==> config.mk <==
export PLATFORM = sky130hd
export DESIGN_NAME = instr_align_queue
export DESIGN_NICKNAME = d
export VERILOG_FILES = /design/src/rtl/instr_align_queue.sv
export SDC_FILE = /design/constraint.sdc
export NUM_CORES = 2
export LEC_CHECK = 0
export CORE_MARGIN = 2
export CORE_UTILIZATION = 25
export DETAILED_ROUTE_END_ITERATION = 7
export PLACE_DENSITY = 0.48
export SETUP_SLACK_MARGIN = 0.3
export SLEW_MARGIN = 20
export SYNTH_ARGS = -nofsm -noshare
export SYNTH_HDL_FRONTEND = slang
export SYNTH_SLANG_ARGS = --single-unit
==> constraint.sdc <==
create_clock -name i_clk -period 32.5 [get_ports i_clk]
set_input_delay 4.875 -clock i_clk [delete_from_list [all_inputs] [get_ports i_clk]]
set_output_delay 4.875 -clock i_clk [all_outputs]
set_load 0.01 [all_outputs]
==> src/rtl/instr_align_queue.sv <==
// ---------------------------------------------------------------------------
// instr_align_queue
//
// Turns fixed-size, naturally aligned fetch blocks into a stream of
// individually tagged instructions.  The fetch side delivers FETCH_WIDTH
// 32-bit slots together with the PC of the first instruction it actually
// wants.  Leading slots below that PC are dropped, the rest are compacted
// into a circular queue, and the decode side sees up to DECODE_WIDTH of the
// oldest entries every cycle.  A block carrying a fetch exception collapses
// to a single NOP entry that carries the exception to decode.
//
// Ports
//   i_clk      clock
//   i_rst_n    synchronous active-low reset (queue pointers only)
//   i_flush    drop everything queued and whatever arrives this cycle
//   i_valid    fetch block offered
//   i_pc       PC of the first wanted instruction (word aligned)
//   i_data     fetch block, slot k at [32k+31:32k]
//   i_except   fetch exception attached to the block
//   o_ready    block is taken this cycle if i_valid (registered count only)
//   o_valid    per-slot valid towards decode, thermometer from bit 0
//   o_instrs   presented entries, slot 0 oldest, all-zero when not valid
//   i_ready    decode takes every valid presented slot this cycle
//
// The shared types below live at compilation-unit scope so that both the
// queue and anything connecting to it see one definition.
// ---------------------------------------------------------------------------

typedef logic [31:0] program_counter_t;

typedef struct packed {
   logic       valid;
   logic [3:0] cause;
} except_t;

typedef struct packed {
   logic             valid;
   program_counter_t pc;
   logic [31:0]      instr;
   except_t          except;
} aligned_instr_t;

// addi x0, x0, 0 -- stands in for the instruction word of a faulting fetch
localparam logic [31:0] NOP_ENCODING = 32'h0000_0013;

function automatic aligned_instr_t compose_aligned_instr(
   input program_counter_t pc,
   input logic [31:0]      instr,
   input except_t          except
);
   aligned_instr_t e;
   e.valid  = 1'b1;
   e.pc     = pc;
   e.instr  = instr;
   e.except = except;
   return e;
endfunction

module instr_align_queue #(
   parameter int FETCH_WIDTH  = 2,
   parameter int DECODE_WIDTH = 2,
   parameter int DEPTH        = 8
) (
   input  logic                                 i_clk,
   input  logic                                 i_rst_n,
   input  logic                                 i_flush,
   input  logic                                 i_valid,
   input  program_counter_t                     i_pc,
   input  logic [32*FETCH_WIDTH-1:0]            i_data,
   input  except_t                              i_except,
   output logic                                 o_ready,
   output logic [DECODE_WIDTH-1:0]              o_valid,
   output aligned_instr_t [DECODE_WIDTH-1:0]    o_instrs,
   input  logic                                 i_ready
);

   localparam int OFF_W = $clog2(FETCH_WIDTH);
   localparam int B     = OFF_W + 2;
   localparam int PTR_W = $clog2(DEPTH);
   localparam int CNT_W = PTR_W + 1;

   // Reject parameter sets the pointer arithmetic below cannot handle.
   generate
      if (FETCH_WIDTH < 2 || FETCH_WIDTH > 8 || (FETCH_WIDTH & (FETCH_WIDTH - 1)) != 0) begin : g_bad_fw
         $error("FETCH_WIDTH must be a power of 2 in 2..8");
      end
      if (DECODE_WIDTH < 1 || DECODE_WIDTH > FETCH_WIDTH) begin : g_bad_dw
         $error("DECODE_WIDTH must be in 1..FETCH_WIDTH");
      end
      if ((DEPTH & (DEPTH - 1)) != 0 || DEPTH < 2 * FETCH_WIDTH) begin : g_bad_depth
         $error("DEPTH must be a power of 2 and at least 2*FETCH_WIDTH");
      end
   endgenerate

   // Queue control state
   logic [PTR_W-1:0] head_q, head_d;
   logic [PTR_W-1:0] tail_q, tail_d;
   logic [CNT_W-1:0] count_q, count_d;

   // Entry storage; never reset, reads are masked by count_q
   aligned_instr_t   mem_q [DEPTH];
   aligned_instr_t   mem_d [DEPTH];

   // Incoming block, already compacted to positions 0..enq_n-1
   aligned_instr_t   enq_ent [FETCH_WIDTH];
   logic [CNT_W-1:0] enq_n;
   logic [CNT_W-1:0] deq_n;
   logic [OFF_W-1:0] offset;
   logic             enq_fire;
   logic             deq_fire;

   // The two PC bits below word alignment carry no information here.
   logic             unused_pc_lsb;
   assign unused_pc_lsb = ^i_pc[1:0];

   // Only the registered count is consulted, so a dequeue arriving in the
   // same cycle never opens the door early.
   assign o_ready = (CNT_W'(DEPTH) - count_q) >= CNT_W'(FETCH_WIDTH);

   // ------------------------------------------------------------------
   // Block alignment: slot (i + offset) of the fetch block lands in
   // compacted position i.  A faulting block becomes a single NOP.
   // ------------------------------------------------------------------
   always_comb begin
      offset = i_pc[B-1:2];
      enq_n  = '0;
      for (int i = 0; i < FETCH_WIDTH; i++) begin
         enq_ent[i] = '0;
      end

      if (i_except.valid) begin
         enq_ent[0] = compose_aligned_instr(i_pc, NOP_ENCODING, i_except);
         enq_n      = CNT_W'(1);
      end else begin
         enq_n = CNT_W'(FETCH_WIDTH) - CNT_W'(offset);
         for (int i = 0; i < FETCH_WIDTH; i++) begin
            if (i + int'(offset) < FETCH_WIDTH) begin
               enq_ent[i] = compose_aligned_instr(
                  {i_pc[31:B], OFF_W'(i + int'(offset)), 2'b00},
                  i_data[32*(i + int'(offset)) +: 32],
                  '0);
            end
         end
      end
   end

   // ------------------------------------------------------------------
   // Pointer / count update.  Enqueue and dequeue are independent because
   // o_ready guarantees room for a whole block before any dequeue.
   // ------------------------------------------------------------------
   always_comb begin
      enq_fire = i_valid & o_ready & ~i_flush;
      deq_fire = i_ready & ~i_flush;

      deq_n = '0;
      if (deq_fire) begin
         deq_n = (count_q < CNT_W'(DECODE_WIDTH)) ? count_q : CNT_W'(DECODE_WIDTH);
      end

      head_d  = head_q + PTR_W'(deq_n);
      tail_d  = tail_q + (enq_fire ? PTR_W'(enq_n) : '0);
      count_d = count_q + (enq_fire ? enq_n : '0) - deq_n;

      // Flush wins over anything that would otherwise happen this cycle.
      if (i_flush) begin
         head_d  = '0;
         tail_d  = '0;
         count_d = '0;
      end
   end

   // Storage write: positions past enq_n are left untouched.
   always_comb begin
      mem_d = mem_q;
      if (enq_fire) begin
         for (int i = 0; i < FETCH_WIDTH; i++) begin
            if (CNT_W'(i) < enq_n) begin
               mem_d[tail_q + PTR_W'(i)] = enq_ent[i];
            end
         end
      end
   end

   always_ff @(posedge i_clk) begin
      if (!i_rst_n) begin
         head_q  <= '0;
         tail_q  <= '0;
         count_q <= '0;
      end else begin
         head_q  <= head_d;
         tail_q  <= tail_d;
         count_q <= count_d;
      end
   end

   always_ff @(posedge i_clk) begin
      mem_q <= mem_d;
   end

   // ------------------------------------------------------------------
   // Presentation: purely from registered state, so a newly accepted
   // block shows up one cycle after acceptance.
   // ------------------------------------------------------------------
   always_comb begin
      o_valid  = '0;
      o_instrs = '0;
      for (int j = 0; j < DECODE_WIDTH; j++) begin
         if (count_q > CNT_W'(j)) begin
            o_valid[j]  = 1'b1;
            o_instrs[j] = mem_q[head_q + PTR_W'(j)];
         end
      end
   end

endmodule
Word level (Yosys, flattened, before mapping)
Cells that the tools add are included.
W data, S select, Z words.

storage, ports and cells
  flip-flop bits (word level) = 570
  bits in latches = 0
  RAM bits = 0
  ROM bits = 0
  input port bits = 106
  logic and storage cells = 108
  memories kept = 0

cells by class
  add/subtract/negate cells = 9
  multipliers = 0
  div/mod/pow operators = 0
  magnitude comparators = 14
  eq/ne operators = 0
  shifts and indexed selects = 2
  mux-type cells = 28
  bitwise operators = 9
  reduce and logical (&&, ||, !) cells = 3

operator list
  kind                   count
  $mux W560              3
  $bwmux W560            2
  $mux W70               12
  $bmux W70 S3           2
  $demux W70 S3          2
  $shiftx A64 B7 Y32     1
  $shiftx A64 B8 Y32     1
  $lt A32 B3 Y1 const B  1
  $ge A4 B4 Y1 const B   4
  $mux W4                4
  $not A3 Y4             4
  $gt A4 B1 Y1 const B   2
  $lt A1 B4 Y1 const A   2
  $lt A4 B1 Y1 const B   2
  $add A3 B1 Y3 const B  2
  $add A3 B3 Y3          2
  $add A4 B4 Y4          1
  $ge A4 B2 Y1 const B   1
  $lt A4 B2 Y1 const B   1
  $sub A4 B4 Y4          1
  $sub A4 B4 Y4 const A  1
  $and A1 B1 Y1          3
  $mux W3                1
  $sub A2 B1 Y3 const A  1
  other kinds (6)        9

Longest topological paths before layout
  depth after elaboration = 10
  mapped depth = 12

Least setup slack after synthesis
Ideal clock, no wire load.

  path kind = input to register
  start point = input i_flush
  end point = register mem_q[0] (netlist bit) (enable)
  library setup time = 1495 ps
  arrival time = 28193 ps
  required time = 31005 ps
  slack = 2812 ps
  stages on the path = 2
  path buffers = 0
  path through = nand2b_1 > nor2_1

on the way
  word-level cells in the longest chain between the ends = 2

RTL lines
  what                  line  RTL
  start, declared       66    input logic i_flush,
  $not A1 Y1            152   enq_fire = i_valid & o_ready & ~i_flush;
  $and A1 B1 Y1         152
  end signal, assigned  197   mem_q <= mem_d;
  end, declared         101   aligned_instr_t mem_q [DEPTH];

Every way passes these cells.
A chain may end at the register's enable or synchronous reset.

==> out/summary.txt <==
Sequential fraction of the synthesis area = 0.4661
Hold WS = 0.5703 ns
First-pass DRT Iterations = 6
Simple-Gate Fraction of Synth Area = 0.09282
VDD IR max = 0.03933 mV
M1 GR Usage = 0.2566
Internal power = 1.566 mW
Slew headroom = 0.2078
Setup violators final = 0
First-pass GRT wire length = 205,400 um
# IOs = 249
Data arrival, critical path = 5.43 ns
Die height = 386.1 um
Slew @ Worst Pin = 1.188 ns
Crit end category = output port
Worst setup SP type = register
Mux contribution to synthesized area = 0.2329
Switching share of total power = 0.2916
Yosys warnings = 0
Routed WL per cell = 28.30 um
Data required time of the worst path = 27.62 ns
Hpwl dp = 79,250 um
Power share of the clock group = 0.376
Layout cells sized above 1 = 0.2468
Initial Utilization = 0.2511
Final Hold Fails = 0
Max H-tree Level = 3
Synth Area in Compound Gates = 0.1498
Netlist cell types = 57
GPL Wtd Cong = 0.7717
Worst-path clk slew = 0.05 ns
Total track usage = 0.1872
Layout area overhead = 17.46%
Logic gate share of total power = 0.197
Adder-cell share of the synthesized area = 0.006649
Cell type with the largest total area after synthesis = edfxtp_1
GRT busiest layer = met2
DIE AREA = 0.1491 mm^2
Synth top area share = 0.4607
Yosys reg bits = 570
Static Leakage = 13.16 nW
Vias in the first global route = 27,810
Initial antenna violation count = 14
1st-iter DRT viols = 2,913
Overflow after GRT = 0
Later-pin clock latency in the skew report = 0.69 ns
Post-synth EDFFs = 560
Most frequent cells in the layout = edfxtp_1 (560), mux2_2 (407), o21ai_0 (319), nand3_1 (257), clkdlybuf4s50_1 (246)
Number of port buffers = 248
Hold Path Class = register to register
Mean area per synthesized cell = 11.91 um^2
Flop pwr share = 0.427
RSZ-0062 raised after global routing = false
CTS Buffer Depth = 3
FMAX = 97.08 MHz
CP max FO = 79
Largest family of logic cells by synthesized area = multiplexers
Final wirelength = 144,100 um
Cell row count = 140
Net Switching = 0.6447 mW
Total negative slack = 0 ns
Inserted Clock Buffers = 76
Synth Area in XOR/XNOR = 0.001679
Via total after detailed routing = 28,850
Max-slew violations = 0
Syn_nets = 3,189
FFs w/ async S/R, synth = 0
Synth top area cells = edfxtp_1 (46%), mux2_2 (13%), mux4_2 (8.6%), a22oi_1 (4.8%), o21ai_0 (4.4%)
Synthesized instance count = 3,066
Core ar. = 0.1454 mm^2
Met3 Usage GRT = 0.04511
Max_cap viols = 0
Total power density per cell area = 51.56 mW/mm^2
Post-Synthesis Cell Area = 0.03651 mm^2
CTS tree = built
Largest net degree at the start of global routing = 175
DR DRC count = 0
Final Net Count = 3,235
Minimum clock period = 10.30 ns
Predominant post-synthesis flop cell = edfxtp_1
Clk root buf = clkbuf_16
CTS Hold Bufs = 0
DRT antenna net count = 0
Status = completed
Met2 layer usage reported by global route = 0.2912
Via density = 5.667
Worst setup path category = register to output port
Skew final = 0.03745 ns
Die X = 386.1 um
Commonest non-fill, non-tap cell in the layout = edfxtp_1
CTS sink cnt = 570
Post-CTS Resized = 0
Postcts setup bufs = 0
Period utilization = 0.3170
[synthesized netlist by cell type, types with 71 or more instances]
library cell / count
a22oi_1: 232
buf_2: 127
clkbuf_1: 158
edfxtp_1: 560
mux2_2: 407
mux4_2: 140
nand2_1: 129
nand3_1: 257
nor2b_1: 73
nor3_1: 71
o21ai_0: 319
o22ai_1: 96
[metal layers]
layer  vias to the layer above  wire [um]
li1                      12300          -
met1                     14860      61800
met2                      1407      65200
met3                       271      12860
met4                        16       4116
met5                         -        103
[through the flow]
| step | std cells | utilization | area, um^2 | setup slack [ns] | power [mW] |
|---|---|---|---|---|---|
| after floorplan | 3066 | - | 36510 | 2.812 | 1.249 |
| after global placement | 4949 | 0.2781 | 40440 | 22.94 | 1.389 |
| after detailed placement | 4949 | 0.2781 | 40440 | 22.92 | 1.392 |
| after CTS | 5088 | 0.2946 | 42830 | 22.19 | 2.232 |
| after global routing | 5090 | 0.2949 | 42880 | 21.94 | 2.297 |
| final | 5091 | 0.2949 | 42880 | 22.20 | 2.211 |
[final timing paths]
| path | slack, ns | cells past startpoint | startpoint | endpoint |
|---|---|---|---|---|
| setup / recovery | 22.20 | 7 | head_q[0]$_SDFF_PP0_ | o_instrs[52] |
| hold / removal | 0.57 | 1 | mem_q[279]$_DFFE_PN_ | mem_q[279]$_DFFE_PN_ |
| hold reg to reg | 0.57 | 1 | mem_q[279]$_DFFE_PN_ | mem_q[279]$_DFFE_PN_ |
| setup reg to reg | 27.80 | 9 | count_q[1]$_SDFF_PP0_ | mem_q[309]$_DFFE_PN_ |
[layout make-up]
type | count | area, um^2
fill | 14870 | 102500
multi-input combinational | 2129 | 17920
sequential | 570 | 17020
timing repair buffer | 323 | 3105
tap | 1917 | 2399
clock buffer | 94 | 1969
clock inverter | 45 | 421.7
inverter | 12 | 45.04
antenna | 1 | 2.502
[registers in the layout, summed over array words and instances, names as in the netlist]
name,flops
tail_q,3
mem_q,560
head_q,3
count_q,4
[power by group through the flow]
stage	Combinational (mW)	Clock, mW	Sequential (mW)
floorplan	0.245	0	1.00
global placement	0.431	0	0.958
detailed placement	0.434	0	0.959
CTS	0.435	0.852	0.944
global route	0.467	0.877	0.953
finish	0.435	0.831	0.945
[worst max-delay path, cell delays in order (launching register included)]
cell and delay, ns:
dfxtp_4 0.87, buf_4 0.88, buf_4 0.69, buf_4 0.78
mux2_2 0.30, o22ai_1 0.08, nor3_1 0.34, clkdlybuf4s50_1 0.61
[kinds of logic after synthesis]
| group | Yosys count |
|---|---|
| AO/OA/AOI/OAI | 864 |
| XOR/XNOR | 7 |
| adder cells (fa/ha/maj) | 17 |
| buffers and inverters | 367 |
| flip-flops | 570 |
| multiplexers | 615 |
| AND/OR/NAND/NOR | 626 |
No activity file was read; power rests on OpenSTA's default activity.
